[config.mk]
export PLATFORM = sky130hd
export DESIGN_NAME = mem_wr_burst_arbiter
export DESIGN_NICKNAME = d
export VERILOG_FILES = /design/src/rtl/mem_wr_arb_pkg.sv /design/src/rtl/burst_rr_select.sv /design/src/rtl/mem_wr_burst_arbiter.sv
export SDC_FILE = /design/constraint.sdc
export NUM_CORES = 1
export LEC_CHECK = 0
export CAP_MARGIN = 0
export CORE_ASPECT_RATIO = 1.75
export CORE_MARGIN = 5
export CORE_UTILIZATION = 25
export DETAILED_ROUTE_END_ITERATION = 8
export GPL_ROUTABILITY_DRIVEN = 0
export GPL_TIMING_DRIVEN = 0
export PLACE_DENSITY = 0.66
export SLEW_MARGIN = 10
export SYNTH_ARGS = -nofsm -noshare
export SYNTH_HDL_FRONTEND = slang
export SYNTH_SLANG_ARGS = --single-unit
[constraint.sdc]
create_clock -name mem_clk -period 4.9 [get_ports mem_clk]
set_input_delay 0.98 -clock mem_clk [delete_from_list [all_inputs] [get_ports mem_clk]]
set_output_delay 0.98 -clock mem_clk [all_outputs]
set_load 0.1 [all_outputs]
[src/rtl/mem_wr_arb_pkg.sv]
// rtl/mem_wr_arb_pkg.sv - shared constants and state encoding for the memory write burst arbiter
package mem_wr_arb_pkg;

  localparam int DEF_LEN_BITS  = 10;
  localparam int DEF_ADDR_BITS = 24;
  localparam int BURST_LEN     = 128;

  typedef enum logic [2:0] {
    ST_ARB  = 3'd0,
    ST_REQ  = 3'd1,
    ST_DATA = 3'd2,
    ST_FIN  = 3'd3,
    ST_ZFIN = 3'd4
  } arb_state_t;

endpackage

[src/rtl/burst_rr_select.sv]
// rtl/burst_rr_select.sv - two-input round-robin picker
module burst_rr_select (
  input  logic [1:0] i_req,
  input  logic       i_last_grant,
  output logic       o_valid,
  output logic       o_winner
);

  // With both requesting, the channel that did not win last time goes next
  always_comb begin
    o_valid  = |i_req;
    o_winner = 1'b0;
    if (i_req == 2'b11) begin
      o_winner = ~i_last_grant;
    end else begin
      o_winner = i_req[1];
    end
  end

endmodule

[src/rtl/mem_wr_burst_arbiter.sv]
// rtl/mem_wr_burst_arbiter.sv - two-channel round-robin merge of burst-write ports onto the DDR controller
module mem_wr_burst_arbiter
  import mem_wr_arb_pkg::*;
#(
  parameter int MEM_DATA_BITS = 64,
  parameter int ADDR_BITS     = DEF_ADDR_BITS,
  parameter int LEN_BITS      = DEF_LEN_BITS
) (
  input  logic                     mem_clk,
  input  logic                     rst,
  input  logic                     ch0_wr_burst_req,
  input  logic [LEN_BITS-1:0]      ch0_wr_burst_len,
  input  logic [ADDR_BITS-1:0]     ch0_wr_burst_addr,
  output logic                     ch0_wr_burst_data_req,
  input  logic [MEM_DATA_BITS-1:0] ch0_wr_burst_data,
  output logic                     ch0_burst_finish,
  input  logic                     ch1_wr_burst_req,
  input  logic [LEN_BITS-1:0]      ch1_wr_burst_len,
  input  logic [ADDR_BITS-1:0]     ch1_wr_burst_addr,
  output logic                     ch1_wr_burst_data_req,
  input  logic [MEM_DATA_BITS-1:0] ch1_wr_burst_data,
  output logic                     ch1_burst_finish,
  output logic                     wr_burst_req,
  output logic [LEN_BITS-1:0]      wr_burst_len,
  output logic [ADDR_BITS-1:0]     wr_burst_addr,
  input  logic                     wr_burst_data_req,
  output logic [MEM_DATA_BITS-1:0] wr_burst_data,
  input  logic                     wr_burst_finish,
  output logic                     grant_ch,
  output logic                     busy,
  output logic                     len_err
);

  arb_state_t            r_state;
  logic                  r_req;
  logic [LEN_BITS-1:0]   r_len;
  logic [ADDR_BITS-1:0]  r_addr;
  logic                  r_grant_ch;
  logic                  r_last_grant;
  logic                  r_len_err;
  logic [LEN_BITS:0]     r_beat_cnt;

  logic                  w_sel_valid;
  logic                  w_sel_winner;
  logic [LEN_BITS-1:0]   w_sel_len;
  logic [ADDR_BITS-1:0]  w_sel_addr;
  logic [LEN_BITS:0]     w_beat_inc;
  logic [LEN_BITS:0]     w_beat_next;
  logic                  w_len_mismatch;
  logic                  w_route;

  burst_rr_select u_rr_select (
    .i_req        ({ch1_wr_burst_req, ch0_wr_burst_req}),
    .i_last_grant (r_last_grant),
    .o_valid      (w_sel_valid),
    .o_winner     (w_sel_winner)
  );

  // Winner's request fields, and the beat count including this cycle's strobe
  always_comb begin
    w_sel_len      = w_sel_winner ? ch1_wr_burst_len  : ch0_wr_burst_len;
    w_sel_addr     = w_sel_winner ? ch1_wr_burst_addr : ch0_wr_burst_addr;
    w_beat_inc     = (r_beat_cnt == '1) ? r_beat_cnt : r_beat_cnt + 1'b1;
    w_beat_next    = wr_burst_data_req ? w_beat_inc : r_beat_cnt;
    w_len_mismatch = (w_beat_next != {1'b0, r_len});
    w_route        = (r_state == ST_REQ) || (r_state == ST_DATA);
  end

  // Burst FSM; len_err is registered on the transition into FIN so it is high during FIN
  always_ff @(posedge mem_clk) begin
    if (rst) begin
      r_state      <= ST_ARB;
      r_req        <= 1'b0;
      r_len        <= '0;
      r_addr       <= '0;
      r_grant_ch   <= 1'b0;
      r_last_grant <= 1'b1;
      r_len_err    <= 1'b0;
      r_beat_cnt   <= '0;
    end else begin
      r_len_err <= 1'b0;
      case (r_state)
        ST_ARB: begin
          if (w_sel_valid) begin
            r_grant_ch <= w_sel_winner;
            r_len      <= w_sel_len;
            r_addr     <= w_sel_addr;
            if (w_sel_len != '0) begin
              r_state    <= ST_REQ;
              r_req      <= 1'b1;
              r_beat_cnt <= '0;
            end else begin
              r_state <= ST_ZFIN;
            end
          end
        end
        ST_REQ: begin
          r_beat_cnt <= w_beat_next;
          if (wr_burst_finish) begin
            r_state   <= ST_FIN;
            r_req     <= 1'b0;
            r_len_err <= w_len_mismatch;
          end else if (wr_burst_data_req) begin
            r_state <= ST_DATA;
            r_req   <= 1'b0;
          end
        end
        ST_DATA: begin
          r_beat_cnt <= w_beat_next;
          if (wr_burst_finish) begin
            r_state   <= ST_FIN;
            r_len_err <= w_len_mismatch;
          end
        end
        ST_FIN, ST_ZFIN: begin
          r_last_grant <= r_grant_ch;
          r_state      <= ST_ARB;
        end
        default: r_state <= ST_ARB;
      endcase
    end
  end

  // Zero-latency routing of controller strobes and data to the granted channel only
  always_comb begin
    ch0_wr_burst_data_req = w_route && !r_grant_ch && wr_burst_data_req;
    ch1_wr_burst_data_req = w_route &&  r_grant_ch && wr_burst_data_req;
    ch0_burst_finish      = !r_grant_ch &&
                            ((w_route && wr_burst_finish) || (r_state == ST_ZFIN));
    ch1_burst_finish      =  r_grant_ch &&
                            ((w_route && wr_burst_finish) || (r_state == ST_ZFIN));
    wr_burst_data         = (w_route && r_grant_ch) ? ch1_wr_burst_data : ch0_wr_burst_data;
  end

  assign wr_burst_req  = r_req;
  assign wr_burst_len  = r_len;
  assign wr_burst_addr = r_addr;
  assign grant_ch      = r_grant_ch;
  assign len_err       = r_len_err;
  assign busy          = (r_state == ST_REQ) || (r_state == ST_DATA) || (r_state == ST_FIN);

endmodule
== Word level (Yosys, flattened, before mapping) ==
Cells that the tools add are included.

* Mux-type cells: 20
* Reductions and logical operators: 23
* Add/sub/neg operators: 1
* Bitwise gates (word level): 3
* Eq/ne operators: 11

{| class="wikitable"
|+ Operators with widths
! kind !! count
|-
| two-way mux 64 bit || 1
|-
| two-way mux 11 bit || 4
|-
| two-way mux 24 bit || 1
|-
| case mux 11 bit (2 select lines) || 1
|-
| two-way mux 3 bit || 5
|-
| adder 11 x 1 -> 11 bit, second input constant || 1
|-
| == test 11 bit, second input constant || 1
|-
| inequality test 11 x 10 -> 1 bit || 1
|-
| two-way mux 10 bit || 1
|-
| nonzero test 10 bit || 1
|-
| case mux 3 bit (3 select lines) || 1
|-
| logical AND 1 bit || 7
|-
| == test 3 x 2 -> 1 bit, second input constant || 2
|-
| AND reduction 3 bit || 2
|-
| OR reduction 2 bit || 3
|-
| two-way mux 1 bit || 5
|-
| inequality test 2 bit, second input constant || 2
|-
| AND reduction 4 bit || 1
|-
| nonzero test 2 bit || 2
|-
| == test 3 x 1 -> 1 bit, second input constant || 1
|-
| == test 3 bit, second input constant || 1
|-
| logical NOT 3 bit || 1
|-
| logical OR 1 bit || 3
|-
| inequality test 3 bit, second input constant || 1
|-
| other kinds (7) || 9
|}

* Word-level logic and storage cells: 66
* Register bits: 52

== Depth between registers and ports, before layout ==
* Depth in word-level cells: 7
* Mapped depth: 7
* Depth with buffers taken out: 7

== By module ==
Synthesis repeated with hierarchy kept, for this count alone.

* Cell total of the unflattened synthesis: 426
* Area total of the unflattened synthesis: 3751.1 um^2

{| class="wikitable"
|+ Modules (own cells, without submodules)
! module !! area each (um^2) !! sequential area each (um^2) !! times used !! cells each
|-
| mem_wr_burst_arbiter || 3737.3 || 1041.0 || 1 || 424
|-
| burst_rr_select || 13.8 || 0.0 || 1 || 2
|}

== Least setup slack after synthesis ==
Ideal clock, no wire load.

* Path kind: input port to output port
* From: input port wr_burst_data_req
* To: output port ch0_wr_burst_data_req
* Cell stages on the path: 2
* Data required time: 3.920 ns
* Data arrival time: 3.529 ns
* Path slack: 0.391 ns
* Path buffers: 1
* Cells stage by stage: clkbuf_1 > nor3b_1

* Longest elaborated chain between the ends: 1

{| class="wikitable"
|+ RTL lines
! item !! line !! RTL
|-
| start, declared || mem_wr_burst_arbiter.sv:26 || <nowiki>input logic wr_burst_data_req,</nowiki>
|-
| logical AND 1 bit || mem_wr_burst_arbiter.sv:126 || <nowiki>ch0_wr_burst_data_req = w_route && !r_grant_ch && wr_burst_data_req;</nowiki>
|-
| end, declared || mem_wr_burst_arbiter.sv:14 || <nowiki>output logic ch0_wr_burst_data_req,</nowiki>
|}

No other way between the ends.

== Final worst setup path ==
* From: register r_state[1]
* To: output port wr_burst_data[6]

* Longest elaborated chain between the ends: 4
* Elaborated cells between the ends (all ways): 5

{| class="wikitable"
|+ RTL lines
! item !! line !! RTL
|-
| start, declared || mem_wr_burst_arbiter.sv:34 || <nowiki>arb_state_t r_state;</nowiki>
|-
| start signal, assigned || mem_wr_burst_arbiter.sv:72 || <nowiki>r_state <= ST_ARB;</nowiki>
|-
| start signal, assigned || mem_wr_burst_arbiter.sv:89 || <nowiki>r_state <= ST_REQ;</nowiki>
|-
| start signal, assigned || mem_wr_burst_arbiter.sv:93 || <nowiki>r_state <= ST_ZFIN;</nowiki>
|-
| == test 3 x 1 -> 1 bit or == test 3 x 2 -> 1 bit (tied branches) || mem_wr_burst_arbiter.sv:66 || <nowiki>w_route = (r_state == ST_REQ) || (r_state == ST_DATA);</nowiki>
|-
| logical OR 1 bit (*) || mem_wr_burst_arbiter.sv:66 ||
|-
| logical AND 1 bit (*) || mem_wr_burst_arbiter.sv:132 || <nowiki>wr_burst_data = (w_route && r_grant_ch) ? ch1_wr_burst_data : ch0_wr_burst_data;</nowiki>
|-
| two-way mux 64 bit (*) || mem_wr_burst_arbiter.sv:132 ||
|-
| end, declared || mem_wr_burst_arbiter.sv:27 || <nowiki>output logic [MEM_DATA_BITS-1:0] wr_burst_data,</nowiki>
|}

Every way passes the cells marked *; elsewhere a longest branch is shown, timed or not.

==> impl_metrics.py <==
metrics = {
    "status": {
        "status": "finished clean",
    },
    "synth": {
        "syn_area_um2": 3620,
        "yosysUniqueCellTypes": 57,
        "syn_inst": 397,
        "synth-main-ff-cell": "dfxtp_1",
        "async_flop_share": 0,
        "synth-edff-count": 0,
        "synth_fp_nets": 600,
        "yosys_warnings": 0,
        "ys_seq_area_frac": 0.287,
        "ys_ff_latch": 52,
        "avgSynthCellArea_um2": 9.12,
    },
    "worst_setup_path": {
        "cp.depth": 7,
        "path_cells": "clkbuf_1 -> nand2b_1 -> a21oi_2 -> nand2_1 -> buf_2 -> mux2_1 -> clkdlybuf4s50_1",
        "worstSetupStartpointType": "flop",
        "slowest_delay_ns": 1.20,
        "critPathRequiredTime_ns": 3.92,
        "critPathArrivalTime_ns": 3.66,
        "critical_path.max_fanout": 10,
        "crit_start": "r_state[1]$_SDFFE_PP0P_",
        "cp-end-kind": "output port",
        "reg2regPathDepth": 6,
        "cp_top_family": "buffers and inverters",
        "worstSetupPathType": "reg2out",
        "crit-reg2reg-launch": "r_state[1]$_SDFFE_PP0P_",
        "slowest_stage": "clkdlybuf4s50_1",
        "cp_num_buf_inv": 3,
    },
    "placed_design": {
        "place_hpwl_mm": 16.0,
        "place_ws_ns": 0.486,
        "place_area_um2": 6920,
        "place.port_buffers": 307,
    },
    "final_layout": {
        "n_antenna_cell": 0,
        "final_cell_mix": "clkdlybuf4s50_1 (305), mux2_1 (60), nor2_1 (55)",
        "drive_gt1_frac": 0.0492,
        "multi_input_area_um2": 2420,
        "syn_to_final_growth_pct": 95.9,
        "final_common_cell": "clkdlybuf4s50_1",
        "n_fill_cell": 1348,
        "register_area_um2": 1040,
        "stdcell_area_um2": 7090,
        "fin_nets": 914,
        "fin_util": 0.496,
    },
    "timing": {
        "tightest_slew_ns": 1.11,
        "finClkSkew_ns": 0.00457,
        "worst_slack_ns": 0.257,
        "hold_viol": 0,
        "rsz0062_at_grt": "false",
        "fin_setup_tns_ns": 0,
        "slew_headroom": 0.255,
        "fmax_mhz": 215,
        "drv_slew": 0,
        "final-setup-viol-count": 0,
        "min_period_over_period": 0.948,
        "period_needed_ns": 4.64,
    },
    "die": {
        "die_w_um": 101,
        "io_pins": 308,
        "rows": 58,
        "initial_core_util": 0.253,
        "coreArea_um2": 14300,
        "die_height_um": 169,
        "dieArea_um2": 17100,
    },
    "route": {
        "route.detailed.drc": 0,
        "dr_total_vias": 4461,
        "routedWlPerCell_um": 20.8,
        "drt_first_pass_iters": 4,
        "antenna_left": 0,
        "wirelength_mm": 18.6,
        "drtIter0Drc": 130,
        "via_per_inst": 5.00,
    },
    "hold_path": {
        "min-delay-path-class": "reg2reg",
        "holdPathStages": 2,
        "hp-start": "wr_burst_addr[15]$_SDFFE_PP0P_",
    },
    "global_routing": {
        "antenna_found_initial": 0,
        "grt_use_total": 0.202,
        "grt_pass1_vias": 4641,
        "overflow": 0,
        "grt_max_degree": 17,
        "grt_pass1_wl_mm": 26.4,
    },
    "clock_network": {
        "worstSkewPairLatency_ns": 0.30,
        "cts_buffers": 5,
        "clk_pin_slew_worst_paths_ns": 0.07,
        "htreeDepth": 2,
        "cts_hold_buf": 0,
        "root_buffer": "clkbuf_16",
        "cts_sinks": 52,
        "cts_max_path_buffers": 2,
        "cts_tree": "done",
    },
    "run": {
        "drv_cap": 0,
    },
    "pwr": {
        "cellPowerDensity_nw_per_um2": 292,
        "p_leak_nw": 2.62,
        "irDropWorstVdd_v": 0.000266,
        "total_power_mw": 2.07,
    },
}
==> cell families after synthesis <==
logic type	count (synthesis)	synth area share
multiplexers	107	0.318
buffers and inverters	38	0.0439
AO/OA/AOI/OAI	83	0.172
XOR/XNOR	12	0.0290
adder cells (fa/ha/maj)	1	0.00345
AND/OR/NAND/NOR	104	0.146
flip-flops	52	0.287
==> repair_timing <==
item                                    4_1_cts  5_1_grt
gates resized for setup                       0        2
setup buffers                                 0        0
endpoints found under the setup margin        0        2
hold endpoints to repair                      0        0
==> worst paths after layout <==
kind,end,slack [ns]
worst min register to register,wr_burst_addr[15]$_SDFFE_PP0P_,0.50
worst max-delay path,wr_burst_data[6],0.26
worst min-delay path,wr_burst_addr[15]$_SDFFE_PP0P_,0.50
worst max register to register,r_beat_cnt[1]$_SDFFE_PP0P_,2.50
==> tightest hold or removal path: stages, from the launching register on <==
cell and delay (ns):
dfxtp_1 0.31, nor2_1 0.09, a211oi_1 0.05
==> flip-flops by register name, summed over array words and instances, names as in the netlist <==
signal         count
grant_ch           1
len_err            1
r_beat_cnt        11
r_last_grant       1
r_state            3
wr_burst_addr     24
wr_burst_len      10
wr_burst_req       1
==> cell type report <==
cell class / count / share of cell area
Timing Repair Buffer: 307 / 0.434
Multi-Input combinational cell: 307 / 0.341
Sequential cell: 52 / 0.147
Tap cell: 180 / 0.0318
Buffer: 32 / 0.0192
Clock buffer: 6 / 0.0182
Clock inverter: 2 / 0.00547
Inverter: 6 / 0.00318
==> power by group <==
| part | internal, mW | switching [mW] |
|---|---|---|
| clock network | 0.243 | 0.163 |
| logic | 0.369 | 0.800 |
| registers | 0.466 | 0.0313 |
==> stage by stage <==
step / hold slack (ns) / std cells
2_1_floorplan: 0.496 / 397
6_report: 0.501 / 892
3_5_place_dp: 0.494 / 884
3_3_place_gp: 0.486 / 884
5_1_grt: 0.521 / 892
4_1_cts: 0.501 / 892
==> synthesized netlist by cell type (2+ instances only) <==
master	instances	area (um^2)
a211oi_1	37	278
a21o_1	2	15.0
a21oi_1	7	35.0
a311oi_1	3	26.3
a31oi_1	4	25.0
and3_1	5	31.3
and4_1	2	17.5
buf_1	4	15.0
buf_2	10	50.1
clkbuf_1	17	63.8
dfxtp_1	52	1040
inv_1	5	18.8
mux2_1	60	676
mux2_2	5	56.3
mux2i_1	42	420
nand2_1	13	48.8
nand2b_1	2	12.5
nand3_1	2	10.0
nand4_1	4	25.0
nor2_1	55	206
nor3_1	2	10.0
nor3b_1	2	15.0
nor4_1	5	31.3
nor4b_1	2	17.5
o2111ai_1	2	17.5
o21ai_0	11	55.1
o41ai_2	2	32.5
xnor2_1	10	87.6
xor2_1	2	17.5
==> per-layer routing <==
layer	vias to the layer above	track usage	part of all wire
met1	2057	0.180	0.32
met5	-	0	0
li1	2102	-	-
met4	0	0.0648	0.025
met3	32	0.0633	0.10
met2	270	0.410	0.55
Note: power is estimated with default switching activity, not from simulation.
